[src/rtl/hazard_ctrl.sv]
// RAW hazard/forwarding control for the IF/ID/EX/WB pipe; all outputs combinational, zero latency.
// Backpressure: stall/ex_hold/bubble freeze upstream stages. Optional stall counter: HAZARD_CTRL_PERF_EN.
module hazard_ctrl #(
  parameter int RW      = 3,
  parameter int MUL_LAT = 3
) (
  input  logic          clk,
  input  logic          rst,
  input  logic          id_valid,
  input  logic [RW-1:0] id_rs1,
  input  logic [RW-1:0] id_rs2,
  input  logic          id_rs1_en,
  input  logic          id_rs2_en,
  input  logic [RW-1:0] id_rd,
  input  logic          id_rd_en,
  input  logic          id_load,
  input  logic          id_mul,
  output logic          stall,
  output logic          ex_hold,
  output logic          bubble,
  output logic [1:0]    fwd_a,
  output logic [1:0]    fwd_b,
  output logic          ex_busy
`ifdef HAZARD_CTRL_PERF_EN
  ,
  output logic [15:0]   stall_cycles
`endif
);

  typedef enum logic {IDLE, BUSY} state_e;

  localparam logic [3:0] MCNT_LOAD = 4'(MUL_LAT - 1);

  state_e        state_q, state_d;
  logic [3:0]    mcnt_q, mcnt_d;
  logic          ex_v_q, ex_v_d;
  logic [RW-1:0] ex_rd_q, ex_rd_d;
  logic          ex_rd_en_q, ex_rd_en_d;
  logic          ex_load_q, ex_load_d;
  logic          wb_v_q, wb_v_d;
  logic [RW-1:0] wb_rd_q, wb_rd_d;
  logic          wb_rd_en_q, wb_rd_en_d;

  logic hit_ex_a, hit_ex_b, hit_wb_a, hit_wb_b;

  // Register 0 is hardwired zero, so it can never be a real dependency.
  function automatic logic hit(input logic slot_v, input logic slot_rd_en,
                               input logic [RW-1:0] slot_rd,
                               input logic [RW-1:0] rs, input logic rs_en,
                               input logic vld);
    return vld && rs_en && slot_v && slot_rd_en && (slot_rd == rs) && (rs != '0);
  endfunction

  always_comb begin
    hit_ex_a = hit(ex_v_q, ex_rd_en_q, ex_rd_q, id_rs1, id_rs1_en, id_valid);
    hit_ex_b = hit(ex_v_q, ex_rd_en_q, ex_rd_q, id_rs2, id_rs2_en, id_valid);
    hit_wb_a = hit(wb_v_q, wb_rd_en_q, wb_rd_q, id_rs1, id_rs1_en, id_valid);
    hit_wb_b = hit(wb_v_q, wb_rd_en_q, wb_rd_q, id_rs2, id_rs2_en, id_valid);

    stall   = 1'b0;
    ex_hold = 1'b0;
    bubble  = 1'b0;
    if (state_q == BUSY) begin
      stall   = 1'b1;
      ex_hold = 1'b1;
    end else if (ex_load_q && (hit_ex_a || hit_ex_b)) begin
      stall  = 1'b1;
      bubble = 1'b1;
    end

    // A load result does not exist until WB, so an EX match on a load never forwards.
    fwd_a = 2'b00;
    fwd_b = 2'b00;
    if (!stall) begin
      if (hit_ex_a && !ex_load_q) fwd_a = 2'b01;
      else if (hit_wb_a)          fwd_a = 2'b10;
      if (hit_ex_b && !ex_load_q) fwd_b = 2'b01;
      else if (hit_wb_b)          fwd_b = 2'b10;
    end

    ex_busy = (state_q == BUSY);

    ex_v_d     = ex_v_q;
    ex_rd_d    = ex_rd_q;
    ex_rd_en_d = ex_rd_en_q;
    ex_load_d  = ex_load_q;
    wb_v_d     = wb_v_q;
    wb_rd_d    = wb_rd_q;
    wb_rd_en_d = wb_rd_en_q;
    mcnt_d     = mcnt_q;

    if (ex_hold) begin
      wb_v_d = 1'b0;
      mcnt_d = mcnt_q - 4'd1;
    end else begin
      wb_v_d     = ex_v_q;
      wb_rd_d    = ex_rd_q;
      wb_rd_en_d = ex_rd_en_q;
      if (bubble) begin
        ex_v_d     = 1'b0;
        ex_rd_d    = '0;
        ex_rd_en_d = 1'b0;
        ex_load_d  = 1'b0;
        mcnt_d     = 4'd0;
      end else begin
        ex_v_d     = id_valid;
        ex_rd_d    = id_rd;
        ex_rd_en_d = id_rd_en;
        ex_load_d  = id_load;
        // The final EX cycle of a multi-cycle op is left non-busy so it can forward.
        mcnt_d     = (id_valid && id_mul) ? MCNT_LOAD : 4'd0;
      end
    end

    state_d = (mcnt_d != 4'd0) ? BUSY : IDLE;
  end

  always_ff @(posedge clk or posedge rst) begin
    if (rst) begin
      state_q    <= IDLE;
      mcnt_q     <= 4'd0;
      ex_v_q     <= 1'b0;
      ex_rd_q    <= '0;
      ex_rd_en_q <= 1'b0;
      ex_load_q  <= 1'b0;
      wb_v_q     <= 1'b0;
      wb_rd_q    <= '0;
      wb_rd_en_q <= 1'b0;
    end else begin
      state_q    <= state_d;
      mcnt_q     <= mcnt_d;
      ex_v_q     <= ex_v_d;
      ex_rd_q    <= ex_rd_d;
      ex_rd_en_q <= ex_rd_en_d;
      ex_load_q  <= ex_load_d;
      wb_v_q     <= wb_v_d;
      wb_rd_q    <= wb_rd_d;
      wb_rd_en_q <= wb_rd_en_d;
    end
  end

`ifdef HAZARD_CTRL_PERF_EN
  logic [15:0] stall_cycles_q, stall_cycles_d;

  always_comb begin
    stall_cycles_d = stall_cycles_q;
    if (stall && (stall_cycles_q != 16'hFFFF)) stall_cycles_d = stall_cycles_q + 16'd1;
  end

  always_ff @(posedge clk or posedge rst) begin
    if (rst) stall_cycles_q <= 16'd0;
    else     stall_cycles_q <= stall_cycles_d;
  end

  assign stall_cycles = stall_cycles_q;
`endif

endmodule

[config.mk]
export PLATFORM = sky130hd
export DESIGN_NAME = hazard_ctrl
export DESIGN_NICKNAME = d
export VERILOG_FILES = /design/src/rtl/hazard_ctrl.sv
export SDC_FILE = /design/constraint.sdc
export NUM_CORES = 1
export LEC_CHECK = 0
export CORE_AREA = 5 5 53 50
export DETAILED_ROUTE_END_ITERATION = 8
export DIE_AREA = 0 0 58 55
export GPL_ROUTABILITY_DRIVEN = 0
export GPL_TIMING_DRIVEN = 0
export PLACE_DENSITY = 0.72
export SLEW_MARGIN = 10
export SYNTH_ARGS = -nofsm -noshare
export SYNTH_HDL_FRONTEND = slang
export SYNTH_SLANG_ARGS = --single-unit
[constraint.sdc]
create_clock -name clk -period 2 [get_ports clk]
set_input_delay 0.4 -clock clk [delete_from_list [all_inputs] [get_ports clk]]
set_output_delay 0.4 -clock clk [all_outputs]
set_load 0.05 [all_outputs]
Word-level counts from Yosys, hierarchy flattened
Index checks and enable logic that the tools add are counted.

cells by class
  add/sub/neg operators = 1
  equality and inequality tests = 4
  muxes and demuxes = 19
  reductions and logical operators = 27

operators by type and width
  cell                                                                 number
  1-bit logical AND                                                    22
  2-bit 2-to-1 mux                                                     8
  3-bit equality test                                                  4
  1-bit 2-to-1 mux                                                     9
  3-bit nonzero test                                                   2
  4-bit 2-to-1 mux                                                     1
  4-bit nonzero test                                                   1
  4-bit by 1-bit subtractor with 4-bit output (second input constant)  1
  3-bit 2-to-1 mux                                                     1
  1-bit logical NOT                                                    1
  1-bit logical OR                                                     1

storage, ports and cells
  register bits after elaboration = 16

Depth between registers and ports, before layout
Gate-level depths: netlist of the first run.

  word-level depth = 13
  gate-level depth with buffers = 6
  gate-level depth less buffers = 5

Worst setup path after synthesis of the first run
No wires, ideal clock.

  path kind = reg-to-output
  from = register state_q, in the netlist ex_busy
  to = output port fwd_a[1]
  arrival = 2.487 ns
  required time = 1.600 ns
  setup slack = -0.887 ns
  cell stages (with the launch flop) = 7
  cells stage by stage = dfrtp_1 clkbuf_1 inv_1 nand3_1 nor4_1 nand2_1 a211oi_1

on the way
  cells in the longest elaborated chain, start to end = 2

ends and longest elaborated chain
  item                    line  RTL
  start, declared         34    state_e state_q, state_d;
  start signal, assigned  130   state_q <= state_d;
  1-bit 2-to-1 mux        63    if (state_q == BUSY) begin
  2-bit 2-to-1 mux        74    if (!stall) begin
  end, declared           21    output logic [1:0] fwd_a,

No other way between the ends.

Worst setup path in the final report of the first run
  from = register ex_rd_q[2]
  to = output port fwd_b[1]

on the way
  cells in the longest elaborated chain, start to end = 8

ends and longest elaborated chain
  item                            line  RTL
  start, declared                 37    logic [RW-1:0] ex_rd_q, ex_rd_d;
  start signal, assigned          133   ex_rd_q <= ex_rd_d;
  3-bit equality test             51    return vld && rs_en && slot_v && slot_rd_en && (slot_rd == rs) && (rs != '0);
  1-bit logical AND (2 in a row)  51
  1-bit logical OR                66    end else if (ex_load_q && (hit_ex_a || hit_ex_b)) begin
  1-bit logical AND               66
  1-bit 2-to-1 mux                66
  1-bit 2-to-1 mux                63
  2-bit 2-to-1 mux (*)            74
  end, declared                   22    output logic [1:0] fwd_b,

Mark *: on every way between the ends. The rest lies on a longest branch, timed or not.

==> results of run 1 <==
## final cells by class
cell class              count  area share
well taps                  27      0.0234
repair buffers             39       0.246
clock buffers               4      0.0182
flip-flops and latches     16       0.281
multi-input cells          66       0.401
plain buffers               3      0.0173
inverters                   4      0.0139
## cells in the mapped netlist
library cell  number  area share
xor2_1             9       0.090
inv_1              4       0.017
nand2_1           16       0.068
dfrtp_1           16        0.46
nor4_1             2       0.014
and2_1             2       0.014
o21a_4             1       0.017
o21ai_1            7       0.040
xnor2_1            5       0.050
nor2_1             2      0.0086
nor3b_1            2       0.017
nor2b_1            1      0.0071
ha_1               1       0.014
nor3_1             1      0.0057
nand2b_1           1      0.0071
nand3_1            4       0.023
nor3_2             2       0.023
o22ai_1            1      0.0071
o311a_1            2       0.023
clkbuf_1           3       0.013
buf_4              1      0.0086
mux2_2             4       0.051
a211oi_1           2       0.017
o31ai_1            1      0.0086
## cell families after synthesis
family,share of synthesized area
and+or+nand+nor,0.188
xor gates and xnor gates,0.140
buffers and inverters,0.0385
AOI/OAI and AO/OA,0.113
adders and majority gates,0.0142
DFF,0.456
muxes,0.0513
## layer usage
layer,global-route usage,vias to the layer above
met2,0.318,23
li1,-,388
met5,0,-
met3,0.0418,6
met4,0.0541,0
met1,0.190,402
## power groups by stage
| stage | logic (mW) | registers, mW | clock network (mW) |
|---|---|---|---|
| floorplan | 0.587 | 0.662 | 0 |
| global placement | 0.781 | 0.657 | 0 |
| detailed placement | 0.809 | 0.670 | 0 |
| CTS | 0.998 | 0.667 | 0.179 |
| global route | 1.11 | 0.705 | 0.192 |
| finish | 1.02 | 0.681 | 0.179 |
## per-stage QoR
step	worst slack [ns]	std cells	hold slack (ns)	TNS, ns	power, mW
floorplan	-0.0686	90	0.314	-0.104	1.25
global placement	-1.29	141	0.466	-7.77	1.44
detailed placement	-1.32	141	0.484	-8.34	1.48
CTS	-0.163	160	0.494	-0.770	1.84
global route	-0.211	159	0.524	-1.08	2.00
finish	-0.146	159	0.465	-0.659	1.87
## timing repair
action / in CTS / in global routing
buffers inserted: 15 / 0
endpoints found under the setup margin: 6 / 7
gates resized for setup: 83 / 7
pin swaps: 16 / 5
## worst reg2reg max path, delay by kind of cell (launching register included)
| family | cells | cell delay [ns] |
|---|---|---|
| and+or+nand+nor | 1 | 0.23 |
| AOI/OAI and AO/OA | 2 | 0.25 |
| DFF | 1 | 0.46 |
| xor gates and xnor gates | 1 | 0.18 |
| buffers and inverters | 3 | 0.40 |
## registers in the layout, indices dropped and copies added (netlist names)
name and flops:
ex_rd_en_q 1, wb_rd_en_q 1, ex_load_q 1, wb_v_q 1, mcnt_q 4, ex_busy 1
wb_rd_q 3, ex_rd_q 3, ex_v_q 1
## worst max-delay path by stage
stage / from / cells past startpoint / endpoint / slack, ns
2_1_floorplan: id_rs1[0] / 5 / stall / -0.07
3_3_place_gp: id_valid / 7 / bubble / -1.29
3_5_place_dp: id_valid / 7 / bubble / -1.32
4_1_cts: ex_rd_q[0] / 6 / bubble / -0.16
5_1_grt: ex_busy / 7 / fwd_a[1] / -0.21
6_report: ex_rd_q[2] / 6 / fwd_b[1] / -0.15
==> run_results.csv, run 1 <==
group,metric,value,unit
cells_and_area,n_fill_cell,160,
clocking,hold_buffers,0,
power,switchingPower,0.811,mW
drt,drtIter0Drc,12,
clocking,cts_tree,"yes",
setup_path,crit_fanout,4,
power,pwr-share-seq,0.363,
clocking,clock_latency,0.28,ns
floorplan,coreArea,2080,sq um
setup_path,worstSetupEndpointType,"output port",
global_route,grt_pass1_vias,895,
power,intPower,1.06,mW
clocking,cts.clk_slew.worst_paths,0.10,ns
setup_path,crit_slowest_cell,"dfrtp_2",
clocking,cts_made_buffers,3,
drt,drcViolationCount,0,
global_route,grt_usage,0.169,
synthesis,yosysUniqueCellTypes,24,
placed_design,place_area,1230,sq um
cells_and_area,num_antenna_cells,0,
power,p_clk_frac,0.095,
setup_path,slowest_delay,0.46,ns
floorplan,dieWidth,58,microns
timing,worst_slew_pin_slew,0.592,ns
run_status,outcome,"finished with violations",
synthesis,synth_area,878,sq um
setup_path,rr_worst_depth,7,
cells_and_area,ff_latch_area,405,sq um
timing,slew-limit-headroom,0.605,
placed_design,io_buffers,24,
clocking,root_buffer,"clkbuf_4",
power,p_comb_frac,0.541,
drt,ant_nets,0,
timing,slew_viol_final,0,
power,switching_share,0.432,
floorplan,rows,16,
setup_path,cp_top_family,"buffers and inverters",
setup_path,cp.arrival,1.75,ns
setup_path,r2r_slack,0.36,ns
timing,setup_violations,6,
cells_and_area,layout_common_cells,"16 x nand2_1, 15 x buf_4, 12 x dfrtp_1",
setup_path,cp_num_buf_inv,3,
drt,via_per_inst,5.15,
setup_path,crit_top_cell,"buf_6",
clocking,cts.sinks,16,
floorplan,io_pins,25,
clocking,cts_htree_levels,1,
floorplan,start_util,0.422,
timing,fin_crit_sh,1.07,
setup_path,cp_cell_sequence,"buf_6, xor2_2, nor3_4, buf_4, a211oi_4, buf_6",
cells_and_area,multiInputGateArea,579,sq um
setup_path,criticalPathCategory,"reg -> out",
timing,max_freq,0.466,GHz
power,ir_worst_vdd,0.861,mV
power,power_leakage,0.643,nW
timing,rsz0062_at_grt,"true",
synthesis,synth_seq_area_share,0.456,
cells_and_area,stdcell_area,1450,sq um
drt,dr.max_layer_used,"met4",
run_status,violations,"negative setup slack",
synthesis,synth_nets,108,
drt,wirelength_met1,951,microns
cells_and_area,postLayoutCoreUtil,0.694,
synthesis,avgSynthCellArea,9.76,sq um
drt,dr.pass1.iters,4,
floorplan,die_y,55,microns
synthesis,ys_ff_latch,16,
timing,hold_violations,0,
cells_and_area,area_growth,64.5,%
power,p_per_area,1300,nW/um^2
clocking,cts_max_path_buffers,2,
floorplan,die-area,3190,sq um
drt,wl,2.38,mm
run,maxCapViolCount,0,
setup_path,critPathRequiredTime,1.60,ns
setup_path,reg2reg_to,"mcnt_q[1]",
timing,min_period,2.15,ns
drt,wl_met2,1.24,mm
global_route,grt_pass1_wl,4.06,mm
cells_and_area,drive_above_1_share,0.462,
placed_design,dp_hpwl,1.60,mm
cells_and_area,mostFrequentLayoutCell,"nand2_1",
cells_and_area,final_nets,151,
synthesis,ys_warn_count,0,
global_route,antenna_found_initial,0,
timing,fin_skew,0.00752,ns
setup_path,crit_path_start_kind,"flip-flop",
drt,dr_wl_met3,123,microns
drt,vias,819,
synthesis,syn_inst,90,
global_route,grt_max_degree,17,
setup_path,r2r_start,"ex_rd_q[2]",
drt,route.detailed.wl_per_inst,15.0,microns
timing,fin_ws,-0.146,ns
worst_hold_path,hold_class,"in -> async",
global_route,grt_overflow,0,
(Power assumes the default switching activity.)
==> run 2, diff against run 1 <==
--- a/config.mk
+++ b/config.mk
@@ -5,6 +5,8 @@
 export SDC_FILE = /design/constraint.sdc
 export NUM_CORES = 1
 export LEC_CHECK = 0
+export ABC_CLOCK_PERIOD_IN_PS = 2000
+export CAP_MARGIN = 5
 export CORE_AREA = 5 5 53 50
 export DETAILED_ROUTE_END_ITERATION = 8
 export DIE_AREA = 0 0 58 55
==> results of run 2 <==
The final DEF is identical to that of run 1; final timing and power are the same.
==> edit, RTL diff (config.mk and constraints of run 1) <==
Change the parameter `RW` from 3 to 2.
--- a/src/rtl/hazard_ctrl.sv
+++ b/src/rtl/hazard_ctrl.sv
@@ -1,7 +1,7 @@
 // RAW hazard/forwarding control for the IF/ID/EX/WB pipe; all outputs combinational, zero latency.
 // Backpressure: stall/ex_hold/bubble freeze upstream stages. Optional stall counter: HAZARD_CTRL_PERF_EN.
 module hazard_ctrl #(
-  parameter int RW      = 3,
+  parameter int RW      = 2,
   parameter int MUL_LAT = 3
 ) (
   input  logic          clk,
Ports: changed (resized id_rd, id_rs1 and id_rs2); port bits go from 25 to 22. No check against the original RTL was run, so the function may have changed too.
==> edit against run 1 <==
The run still ends with negative setup slack left. Sequential cell count shrank 2. Worst setup slack lost 260 ps. Clock skew shrank 4.2 ps. Final area shrank 20%. Area after synthesis shrank 11%. Routed wire length shrank 28%. Highest routed layer unchanged. Total power shrank 17%. Combinational power shrank 22%.
==> edit: results (changes against run 1) <==
| Metric | Value |
|---|---|
| H-tree level count | `1 (unchanged)` |
| Post-DP HPWL | `1302 um (-18%)` |
| Diode count | `0 (unchanged)` |
| Primary FF master, synth | `dfrtp_1` |
| Largest net degree at the start of global routing | `15 (-2)` |
| CP max FO | `5 (+1)` |
| Worst skew pair latency | `270 ps` |
| Worst slew pin tran | `568.9 ps (-23.52 ps)` |
| Top delay family on crit path | `compound AO/OA/AOI/OAI gates` |
| Crit-path slowest cell | `a2111o_1` |
| Drt total wl | `1708 um (-28%)` |
| Fillers | `198 (+24%)` |
| Nets | `123 (-19%)` |
| Peak supply drop | `0.8921 mV (+3.6%)` |
| Hold Crit Class | `in -> async` |
| CP arrival | `2010 ps (+260 ps)` |
| CP startpoint | `id_rs1[1]` |
| Largest cells by area after synthesis | `dfrtp_1 (45%), xor2_1 (6.7%), mux2i_1 (6.4%), mux2_2 (4.3%), nor2_1 (3.8%)` |
| Reg2reg setup slack | `90 ps (-270 ps)` |
| P_leak | `0.5354 nW (-17%)` |
| Sequential-to-total area share from yosys stat | `44.59% (-1.0 points)` |
| R2R Path End | `ex_busy` |
| Pre-antenna DRT Iters | `4 (unchanged)` |
| Synth Net Count | `93 (-14%)` |
| Hold-fix buffers, CTS | `0 (unchanged)` |
| Top flop regs | `mcnt_q (4), ex_rd_q (2), wb_rd_q (2)` |
| Clock-pin slew on the worst setup and hold paths | `80 ps (-20 ps)` |
| Status | `finished with violations` |
| Area grow syn2layout | `47.29%` |
| R2r startpoint | `ex_rd_q[1]` |
| Clk buf depth | `2 (unchanged)` |
| Number of global-route vias before repair | `691 (-23%)` |
| First-pass GRT wire length | `3022 um (-26%)` |
| Skew final | `3.284 ps (-4.233 ps)` |
| Detailed-route via count | `673 (-18%)` |
| GRT Resource Usage Total | `12.59% (-4.3 points)` |
| DRC marker count from the first detailed-route iteration | `6 (-6)` |
| Port buffer count | `21 (-13%)` |
| Failing checks | `negative setup slack` |
| Dpl cell area | `1064 sq um (-13%)` |
| Crit-path max cell delay | `480 ps (+20 ps)` |
| Share of cells above drive strength 1 | `27.10% (-19 points)` |
| Synth unique cells | `30 (+25%)` |
| Place WS | `-1528 ps (-212.6 ps)` |
| Critical Path Sink | `bubble` |
| Setup violations, final | `6 (unchanged)` |
| Final setup margin | `-406.8 ps (-260.5 ps)` |
| Most frequent cells after synthesis | `dfrtp_1 (14), nor2_1 (8), inv_1 (6), xor2_1 (6), mux2i_1 (5)` |
edit: cell types whose count changed after synthesis, sizes merged, moves of 3 or more:
cell,run 1,this run
a21oi,0,3
mux2i,0,5
nand2,16,4
nand3,4,1
nor2,2,8
o21ai,7,1
xnor2,5,1
xor2,9,6
edit: final cells by class:
cell class                      count  area share [%]
Multi-Input combinational cell     54           37.19
Sequential cell                    14           30.38
Timing Repair Buffer               25           21.73
Clock buffer                        4           3.135
Tap cell                           27           2.919
Buffer                              4           2.703
Inverter                            6           1.946
edit: stage by stage:
stage / std cells / TNS [ps] / hold WS [ps]
floorplan: 78 / -1560 / 289.2
global placement: 126 / -10250 / 449.1
detailed placement: 126 / -10670 / 462.3
CTS: 133 / -2205 / 462.9
global route: 134 / -2564 / 476.1
finish: 134 / -2031 / 438.3
edit: cells by family after synthesis:
kind of cell	share of synthesized area [%]
AND/OR/NAND/NOR	19.59
flip-flops	44.59
AO/OA/AOI/OAI	10.51
buffers and inverters	5.255
multiplexers	10.67
XOR/XNOR	7.803
adder cells (fa/ha/maj)	1.592
edit: report_power, final:
part	leakage [nW]	switching, W	internal (W)
logic	0.347	0.000421	0.000373
registers	0.167	0.000137	0.000427
clock network	0.0210	0.0000870	0.000111
edit: metal layers:
layer | vias to the layer above | track usage [%] | share of wire, %
met4 | 0 | 6.178 | 1.1
met5 | - | 0 | 0
li1 | 328 | - | -
met3 | 2 | 3.016 | 6.3
met2 | 18 | 20.49 | 47
met1 | 325 | 15.86 | 46
edit: what timing repair did:
item,in CTS,in global routing
gates resized for setup,52,5
pin swaps,6,3
endpoints found under the setup margin,13,14
buffers inserted,3,1
